$ cat config.mk
export PLATFORM = sky130hd
export DESIGN_NAME = i2s_dac_transmitter
export DESIGN_NICKNAME = d
export VERILOG_FILES = /design/src/rtl/audio_pkg.sv /design/src/rtl/sample_fifo.sv /design/src/rtl/i2s_dac_transmitter.sv
export SDC_FILE = /design/constraint.sdc
export NUM_CORES = 1
export LEC_CHECK = 0
export CAP_MARGIN = 20
export CORE_MARGIN = 4
export CORE_UTILIZATION = 45
export CTS_CLUSTER_DIAMETER = 60
export DETAILED_ROUTE_END_ITERATION = 12
export HOLD_SLACK_MARGIN = 0.06
export PLACE_DENSITY = 0.74
export SYNTH_ARGS = -nofsm -noshare
export SYNTH_HDL_FRONTEND = slang
export SYNTH_SLANG_ARGS = --single-unit
$ cat constraint.sdc
create_clock -name CLOCK_50 -period 2.7 [get_ports CLOCK_50]
set_clock_uncertainty 0.15 [all_clocks]
set_input_delay 0.54 -clock CLOCK_50 [delete_from_list [all_inputs] [get_ports CLOCK_50]]
set_output_delay 0.54 -clock CLOCK_50 [all_outputs]
set_load 0.01 [all_outputs]
$ cat src/rtl/audio_pkg.sv
// rtl/audio_pkg.sv - shared audio types for the codec sample paths
//
// Purpose: common sample width, stereo sample record and transmitter state
// encoding used by the DAC transmitter and its sample FIFO.
// Ports: none (package).

package audio_pkg;

   localparam int SAMPLE_W = 24;

   typedef struct packed {
      logic signed [SAMPLE_W-1:0] left;
      logic signed [SAMPLE_W-1:0] right;
   } stereo_sample_t;

   typedef enum logic [1:0] {
      WAIT_FRAME = 2'd0,
      DELAY      = 2'd1,
      SHIFT      = 2'd2,
      PAD        = 2'd3
   } tx_state_t;

endpackage

$ cat src/rtl/sample_fifo.sv
// rtl/sample_fifo.sv - synchronous FIFO of stereo sample records
//
// Purpose: small first-word-fall-through FIFO; the head entry is always
// visible on pop_data so the consumer can take it in the same cycle it pops.
// Ports:
//   CLOCK_50   system clock
//   reset      synchronous, active-high; empties the FIFO
//   push       store push_data (ignored when full)
//   push_data  entry to store
//   pop        advance past the head entry (ignored when empty)
//   pop_data   head entry, valid while empty is low
//   count      entries currently stored
//   full       count == DEPTH
//   empty      count == 0

module sample_fifo
   import audio_pkg::*;
#(
   parameter type T     = stereo_sample_t,
   parameter int  DEPTH = 4
) (
   input  logic                     CLOCK_50,
   input  logic                     reset,
   input  logic                     push,
   input  T                         push_data,
   input  logic                     pop,
   output T                         pop_data,
   output logic [$clog2(DEPTH):0]   count,
   output logic                     full,
   output logic                     empty
);

   localparam int AW = $clog2(DEPTH);
   localparam int CW = AW + 1;

   T                mem [DEPTH];
   logic [AW-1:0]   wr_ptr;
   logic [AW-1:0]   rd_ptr;
   logic            do_push;
   logic            do_pop;

   assign full     = (count == CW'(DEPTH));
   assign empty    = (count == '0);
   assign do_push  = push && !full;
   assign do_pop   = pop && !empty;
   assign pop_data = mem[rd_ptr];

   // Storage carries no reset; only the pointers and count define contents.
   always_ff @(posedge CLOCK_50) begin
      if (do_push) begin
         mem[wr_ptr] <= push_data;
      end
   end

   // DEPTH is a power of two, so the pointers wrap naturally.
   always_ff @(posedge CLOCK_50) begin
      if (reset) begin
         wr_ptr <= '0;
         rd_ptr <= '0;
         count  <= '0;
      end else begin
         if (do_push) begin
            wr_ptr <= wr_ptr + 1'b1;
         end
         if (do_pop) begin
            rd_ptr <= rd_ptr + 1'b1;
         end
         case ({do_push, do_pop})
            2'b10:   count <= count + 1'b1;
            2'b01:   count <= count - 1'b1;
            default: count <= count;
         endcase
      end
   end

endmodule

$ cat src/rtl/i2s_dac_transmitter.sv
// rtl/i2s_dac_transmitter.sv - I2S serializer for the WM8731 DAC (codec is bus master)
//
// Purpose: buffers stereo samples from the effects path and shifts them out
// MSB first on AUD_DACDAT, one BCLK after each LRCK edge.
// Ports:
//   CLOCK_50         system clock, 50 MHz
//   reset            synchronous, active-high
//   write            push request, accepted when write && write_ready
//   writedata_left   signed left sample
//   writedata_right  signed right sample
//   write_ready      FIFO not full (low while in reset)
//   AUD_BCLK         codec bit clock, asynchronous
//   AUD_DACLRCK      codec LR clock, low = left, high = right
//   AUD_DACDAT       serial data to the codec
//   underflow        one-cycle pulse when a frame starts with the FIFO empty
//   fifo_count       entries currently stored

module i2s_dac_transmitter
   import audio_pkg::*;
#(
   parameter int DATA_WIDTH = SAMPLE_W,
   parameter int FIFO_DEPTH = 4
) (
   input  logic                            CLOCK_50,
   input  logic                            reset,
   input  logic                            write,
   input  logic signed [DATA_WIDTH-1:0]    writedata_left,
   input  logic signed [DATA_WIDTH-1:0]    writedata_right,
   output logic                            write_ready,
   input  logic                            AUD_BCLK,
   input  logic                            AUD_DACLRCK,
   output logic                            AUD_DACDAT,
   output logic                            underflow,
   output logic [$clog2(FIFO_DEPTH):0]     fifo_count
);

   localparam int CNT_W = $clog2(DATA_WIDTH + 1);

   localparam logic [1:0] ST_WAIT_FRAME = 2'(WAIT_FRAME);
   localparam logic [1:0] ST_DELAY      = 2'(DELAY);
   localparam logic [1:0] ST_SHIFT      = 2'(SHIFT);
   localparam logic [1:0] ST_PAD        = 2'(PAD);

   typedef struct packed {
      logic signed [DATA_WIDTH-1:0] left;
      logic signed [DATA_WIDTH-1:0] right;
   } frame_t;

   // ------------------------------------------------------------------
   // Codec clock synchronizers: 2-FF sync plus a history flop each.
   // ------------------------------------------------------------------
   logic bclk_meta, bclk_sync, bclk_hist;
   logic lrck_meta, lrck_sync, lrck_hist;

   always_ff @(posedge CLOCK_50) begin
      if (reset) begin
         bclk_meta <= 1'b0;
         bclk_sync <= 1'b0;
         bclk_hist <= 1'b0;
         lrck_meta <= 1'b0;
         lrck_sync <= 1'b0;
         lrck_hist <= 1'b0;
      end else begin
         bclk_meta <= AUD_BCLK;
         bclk_sync <= bclk_meta;
         bclk_hist <= bclk_sync;
         lrck_meta <= AUD_DACLRCK;
         lrck_sync <= lrck_meta;
         lrck_hist <= lrck_sync;
      end
   end

   logic bclk_fall;
   assign bclk_fall = bclk_hist & ~bclk_sync;

   // ------------------------------------------------------------------
   // Sample FIFO
   // ------------------------------------------------------------------
   frame_t fifo_din;
   frame_t fifo_dout;
   logic   fifo_full;
   logic   fifo_empty;
   logic   fifo_push;
   logic   pop_req;

   assign write_ready    = !reset && !fifo_full;
   assign fifo_push      = write && write_ready;
   assign fifo_din.left  = writedata_left;
   assign fifo_din.right = writedata_right;

   sample_fifo #(
      .T     (frame_t),
      .DEPTH (FIFO_DEPTH)
   ) u_fifo (
      .CLOCK_50  (CLOCK_50),
      .reset     (reset),
      .push      (fifo_push),
      .push_data (fifo_din),
      .pop       (pop_req),
      .pop_data  (fifo_dout),
      .count     (fifo_count),
      .full      (fifo_full),
      .empty     (fifo_empty)
   );

   // ------------------------------------------------------------------
   // Shifter
   // ------------------------------------------------------------------
   logic [1:0]                   state;
   logic                         lrck_last;   // lrck seen at the previous bclk_fall
   logic signed [DATA_WIDTH-1:0] hold_l;
   logic signed [DATA_WIDTH-1:0] hold_r;
   logic [DATA_WIDTH-1:0]        shreg;
   logic [CNT_W-1:0]             bit_cnt;     // data bits already driven this channel
   logic                         lrck_fall;
   logic                         lrck_rise;
   logic [DATA_WIDTH-1:0]        word;

   assign lrck_fall = lrck_last & ~lrck_sync;
   assign lrck_rise = ~lrck_last & lrck_sync;
   // Every left-channel boundary pops, whatever the shifter was doing.
   assign pop_req   = bclk_fall & lrck_fall;
   assign word      = lrck_sync ? hold_r : hold_l;

   // lrck_last resets low so a reset while LRCK is high cannot fake a
   // falling edge; output resumes only at a real left boundary.
   always_ff @(posedge CLOCK_50) begin
      if (reset) begin
         state      <= ST_WAIT_FRAME;
         lrck_last  <= 1'b0;
         hold_l     <= '0;
         hold_r     <= '0;
         shreg      <= '0;
         bit_cnt    <= '0;
         AUD_DACDAT <= 1'b0;
         underflow  <= 1'b0;
      end else begin
         underflow <= pop_req && fifo_empty;
         if (bclk_fall) begin
            lrck_last <= lrck_sync;
            if (lrck_fall) begin
               // Both halves latched together keeps left/right paired.
               hold_l     <= fifo_empty ? '0 : fifo_dout.left;
               hold_r     <= fifo_empty ? '0 : fifo_dout.right;
               state      <= ST_DELAY;
               AUD_DACDAT <= 1'b0;
            end else if (lrck_rise && (state != ST_WAIT_FRAME)) begin
               state      <= ST_DELAY;
               AUD_DACDAT <= 1'b0;
            end else begin
               case (state)
                  ST_WAIT_FRAME: begin
                     AUD_DACDAT <= 1'b0;
                  end
                  ST_DELAY: begin
                     // The delay slot has elapsed; the MSB goes out now.
                     AUD_DACDAT <= word[DATA_WIDTH-1];
                     shreg      <= {word[DATA_WIDTH-2:0], 1'b0};
                     bit_cnt    <= CNT_W'(1);
                     state      <= ST_SHIFT;
                  end
                  ST_SHIFT: begin
                     if (bit_cnt == CNT_W'(DATA_WIDTH)) begin
                        AUD_DACDAT <= 1'b0;
                        state      <= ST_PAD;
                     end else begin
                        AUD_DACDAT <= shreg[DATA_WIDTH-1];
                        shreg      <= {shreg[DATA_WIDTH-2:0], 1'b0};
                        bit_cnt    <= bit_cnt + 1'b1;
                     end
                  end
                  ST_PAD: begin
                     AUD_DACDAT <= 1'b0;
                  end
                  default: begin
                     state      <= ST_WAIT_FRAME;
                     AUD_DACDAT <= 1'b0;
                  end
               endcase
            end
         end
      end
   end

   // lrck_hist completes the synchronizer pipeline for symmetry with BCLK;
   // LRCK edges are taken relative to bclk_fall via lrck_last instead.
   logic unused_lrck_hist;
   assign unused_lrck_hist = lrck_hist;

endmodule

Yosys cells after proc, flatten, opt, wreduce, memory -nomap -nowiden:

Memory sizes are Yosys's and may differ from the RTL's. A register that Yosys moved wholly into a read port is not among the register bits.
Cells that the tools add are included.
Widths: inputs -> output; s select.

* add/subtract/negate cells: 5
* equal/unequal tests: 9
* mux-type cells: 20
* bitwise gates (word level): 9
* reduce and logical (&&, ||, !) cells: 19

Operator list (count)
* $mux 24: 4
* $pmux 24 s2: 1
* $mux 2: 5
* $pmux 5 s2: 1
* $eq 2x2->1 const B: 3
* $logic_and 1x1->1: 6
* $pmux 3 s2: 1
* $reduce_bool 2->1: 3
* $add 5x1->5 const B: 1
* $eq 5x5->1 const B: 1
* $mux 1: 5
* $mux 5: 1
* $not 1->1: 5
* $reduce_and 5->1: 1
* $add 2x1->2 const B: 2
* $and 1x1->1: 4
* $eq 2x1->1 const B: 2
* $ne 4x4->1 const B: 1
* $pmux 2 s2: 1
* $reduce_bool 4->1: 1
* $add 3x1->3 const B: 1
* $eq 3x3->1 const B: 1
* $logic_not 1->1: 3
* $logic_not 3->1: 1
* other kinds (7): 7

* flip-flop bits (word level): 94
* RAM bits: 192
* input port bits: 53
* output and inout bits: 6
* memories: 1

Memory list
* u_fifo.mem: depth 4, width 48, rd ports 1, clocked after Yosys merged registers in 1, write ports 1, RTL line sample_fifo.sv:36 `T mem [DEPTH];`

Logic depth before layout (Yosys ltp):

* depth after elaboration: 7
* gate-level depth with buffers: 10
* depth with buffers taken out: 9

Cells and area by module:

Synthesis repeated with hierarchy kept, for this count alone.

* cells, all modules: 769
* area total of the unflattened synthesis: 11350.9 sq um

By module, submodules not included
* sample_fifo: instances 1, cells an instance 304, area an instance 7388.3 sq um, seq. area each 5945.7 sq um
* i2s_dac_transmitter: instances 1, cells an instance 465, area an instance 3962.6 sq um, seq. area each 1721.7 sq um

Worst setup path after synthesis:

No wires, ideal clock.

* kind: input -> register
* start point: input reset
* end point: memory u_fifo.mem[1][0] in the netlist's numbering, enable pin
* arrival time: 2304 ps
* required time: 2140 ps
* path slack: -165 ps
* cell stages on the path: 3
* path through: clkbuf_1 -> a211oi_2 -> and2_1

* word-level cells in the longest chain between the ends: 6

RTL lines
* start, declared: RTL line i2s_dac_transmitter.sv:25 `input logic reset,`
* $logic_not 1->1: RTL line i2s_dac_transmitter.sv:86 `assign write_ready = !reset && !fifo_full;`
* $logic_and 1x1->1: RTL line i2s_dac_transmitter.sv:86
* $logic_and 1x1->1: RTL line i2s_dac_transmitter.sv:87 `assign fifo_push = write && write_ready;`
* $logic_and 1x1->1: RTL line sample_fifo.sv:44 `assign do_push = push && !full;`
* $mux 1: RTL line sample_fifo.sv:50 `if (do_push) begin`
* $mux 1 (implied by the code): RTL line sample_fifo.sv:51 `mem[wr_ptr] <= push_data;`
* end, declared: RTL line sample_fifo.sv:36

No other way between the ends.

Worst setup path in the final report:

* start point: register u_fifo.count[0]
* end point: output write_ready

* word-level cells in the longest chain between the ends: 3

RTL lines
* start, declared: RTL line sample_fifo.sv:28 `output logic [$clog2(DEPTH):0] count,`
* start signal, assigned: RTL line sample_fifo.sv:69 `2'b10: count <= count + 1'b1;`
* start signal, assigned: RTL line sample_fifo.sv:70 `2'b01: count <= count - 1'b1;`
* start signal, assigned: RTL line sample_fifo.sv:71 `default: count <= count;`
* $eq 3x3->1: RTL line sample_fifo.sv:42 `assign full = (count == CW'(DEPTH));`
* $logic_not 1->1: RTL line i2s_dac_transmitter.sv:86
* $logic_and 1x1->1: RTL line i2s_dac_transmitter.sv:86
* end, declared: RTL line i2s_dac_transmitter.sv:29 `output logic write_ready,`

No other way between the ends.

==> flow_metrics.tcl <==
set metrics [dict create \
    clk_pin_slew_ns 0.06 \
    drt-pass1-iter-count 5 \
    period_share_pct 89.44 \
    post_cts_resized 0 \
    tightestPinTransition_ns 0.8594 \
    area_occupied_by_multi_input_gates_um2 3227 \
    synth-async-reset-ratio_pct 0 \
    ioPinCount 59 \
    later_pin_clock_latency_in_the_skew_report_ns 0.54 \
    setup-tns-final_ns 0 \
    timing.critical_path.cells "nor2_1 -> a21oi_1 -> clkdlybuf4s50_1" \
    mappedNetlistArea_um2 11190 \
    total_of_fill_cells_in_the_finished_design 1939 \
    yosysWarningCount 0 \
    min-delay-path-class "flop to flop" \
    cp_slowest_stage_delay_ns 0.55 \
    grt_overflow 0 \
    die_width_um 165.7 \
    grt_pass1_vias 6191 \
    hold_violations 0 \
    clock_tree.root_cell "clkbuf_16" \
    die_height_um 165.7 \
    drt.antenna.violating_nets 0 \
    global_route_wire_length_before_repair_mm 35.11 \
    drt-total-wl_mm 21.74 \
    finalNetCount 853 \
    hpwlAfterDp_mm 12.81 \
    final_period_minus_worst_setup_slack_ns 2.415 \
    combined_global_route_utilization_of_all_metal_layers_pct 15.74 \
    top_family_by_delay_on_critical_path "buffers and inverters" \
    fmaxAchievable_ghz 0.4141 \
    drt-wirelength-per-cell_um 19.18 \
    crit_slowest_cell "clkdlybuf4s50_1" \
    core_area_um2 24390 \
    core.rowCount 57 \
    drive_gt1_share_pct 16.07 \
    detail_route.vias_per_cell 5.424 \
    route.vias.total 6145 \
    numClockSinks 287 \
    setup.worst_path.end_class "output pin" \
    critical_path_startpoint_category "flop" \
    finalWeightedCongestion 0.7718 \
    post_cts_buffers 0 \
    setup_repair_after_global_routing_missed_its_margin "no" \
    cellLeakagePower_nw 4.136 \
    yosysUniqueCellTypes 44 \
    htreeDepth 1 \
    critPathKind "flop to output pin" \
    pwr_density_cell_nw_per_um2 694.8 \
    arrival_time_reported_for_the_critical_path_endpoint_ns 1.72 \
    run_status "complete, no violations" \
    drv_slew 0 \
    netlist_instances 727 \
    hold_buf_count_cts 0 \
    number_of_flops_mapped_to_enable_cells_by_yosys 192 \
    mostFrequentLayoutCells "192 x edfxtp_1, 93 x dfxtp_1, 59 x nor2_1" \
    layout.cells.most_common "edfxtp_1" \
    antenna_cells_inserted 0 \
    critPathRequiredTime_ns 2.01 \
    peakVddDrop_mv 0.5983 \
    cts_tree "built" \
    worst-path-max-fanout 5 \
    buffer_ports.inserted 58 \
    route.detailed.drc 0 \
    final_setup_violation_count 0 \
    initial_antenna_violation_count 0 \
    drt_iter0_drc 465 \
    cts-buffers-inserted 28 \
    layout-area-overhead-vs-synth_pct 17.67 \
    maxSlewHeadroom_pct 42.49 \
    synth_seq_cells 287 \
    initial_core_util_pct 45.88 \
    max_cap_viol_count 0 \
    die_area_um2 27450 \
    synth_seq_area_share_pct 68.52 \
    synth.avg_cell_area_um2 15.39 \
    seq_area_um2 7672 \
    path_buf_inv 1 \
    cts_max_path_buffers 3 \
    final_core_utilization_pct 53.98 \
    grt_start_max_net_pins 116 \
    most_used_dff_post_synth "edfxtp_1" \
    synth.net_count 792 \
]
## where the power goes
part	internal (mW)	switching (mW)	leakage, nW
registers	4.77	0.0231	2.51
logic	0.151	0.165	1.16
clock network	2.46	1.58	0.464
total	7.38	1.76	4.14
## metrics by stage
stage               hold slack [ns]  instances  total power [mW]  setup slack (ns)  instance area, um2
floorplan                    0.2638        727             5.026            0.2508               11190
global placement             0.2972       1082             5.198            0.1837               12200
detailed placement           0.2865       1082             5.207            0.1399               12200
CTS                          0.3117       1133             9.218            0.2574               13170
global route                 0.3361       1133             9.474            0.1607               13170
finish                       0.3072       1133             9.147            0.2852               13170
## registers in the layout (all words and copies together) (netlist names), 2 cells and up, named ones only
| name | cells |
|---|---|
| hold_r | 24 |
| u_fifo.wr_ptr | 2 |
| u_fifo.count | 3 |
| shreg | 23 |
| state | 2 |
| bit_cnt | 5 |
| u_fifo.rd_ptr | 2 |
| hold_l | 24 |
| u_fifo.mem | 192 |
## layer usage
metal	share of wire, %	vias to the layer above	track usage [%]
met2	48	160	25.16
li1	-	2904	-
met4	2.1	0	4.412
met1	45	3040	22.65
met3	4.8	41	2.526
met5	0	-	0
## logic make-up (layout without fill, tap and decap cells)
logic type	count (synthesis)	in the layout	share of synthesized area (%)
flip-flops	287	287	68.52
AND/OR/NAND/NOR	166	166	8.353
AO/OA/AOI/OAI	119	119	6.709
multiplexers	73	73	11.92
buffers and inverters	65	147	2.695
adder cells (fa/ha/maj)	12	12	1.409
XOR/XNOR	5	5	0.3914
## final timing paths
| path | from | to | slack (ns) | depth (start not counted) |
|---|---|---|---|---|
| worst max-delay path | u_fifo.count[0] | write_ready | 0.29 | 3 |
| worst min register to register | bclk_meta | bclk_sync | 0.31 | 1 |
| worst min-delay path | bclk_meta | bclk_sync | 0.31 | 1 |
| worst max register to register | bit_cnt[0] | shreg[6] | 0.38 | 7 |
## cell type report
type                            instances  area share [%]
Inverter                               15          0.4276
Tap cell                              324           3.079
Clock inverter                         16           1.587
Sequential cell                       287           58.27
Timing Repair Buffer                   81           6.367
Clock buffer                           35           5.759
Multi-Input combinational cell        375           24.51
## Yosys cell counts, drive strengths merged, types with 3 or more instances
master	count	area, um2
o31ai	5	37.54
ha	11	137.6
or4	3	22.52
mux4	48	1081
inv	15	56.30
buf	22	140.1
a21oi	11	55.05
nor2	59	221.5
nand2	27	101.4
dfxtp	95	1902
or4b	22	220.2
nand3	5	37.54
and2	6	37.54
xor2	3	26.28
mux2i	23	230.2
a22oi	48	360.4
nand2b	24	150.1
nor2b	6	37.54
clkbuf	28	105.1
nor3	3	15.01
edfxtp	192	5766
o21ai	48	240.2
(Power assumes the default switching activity.)
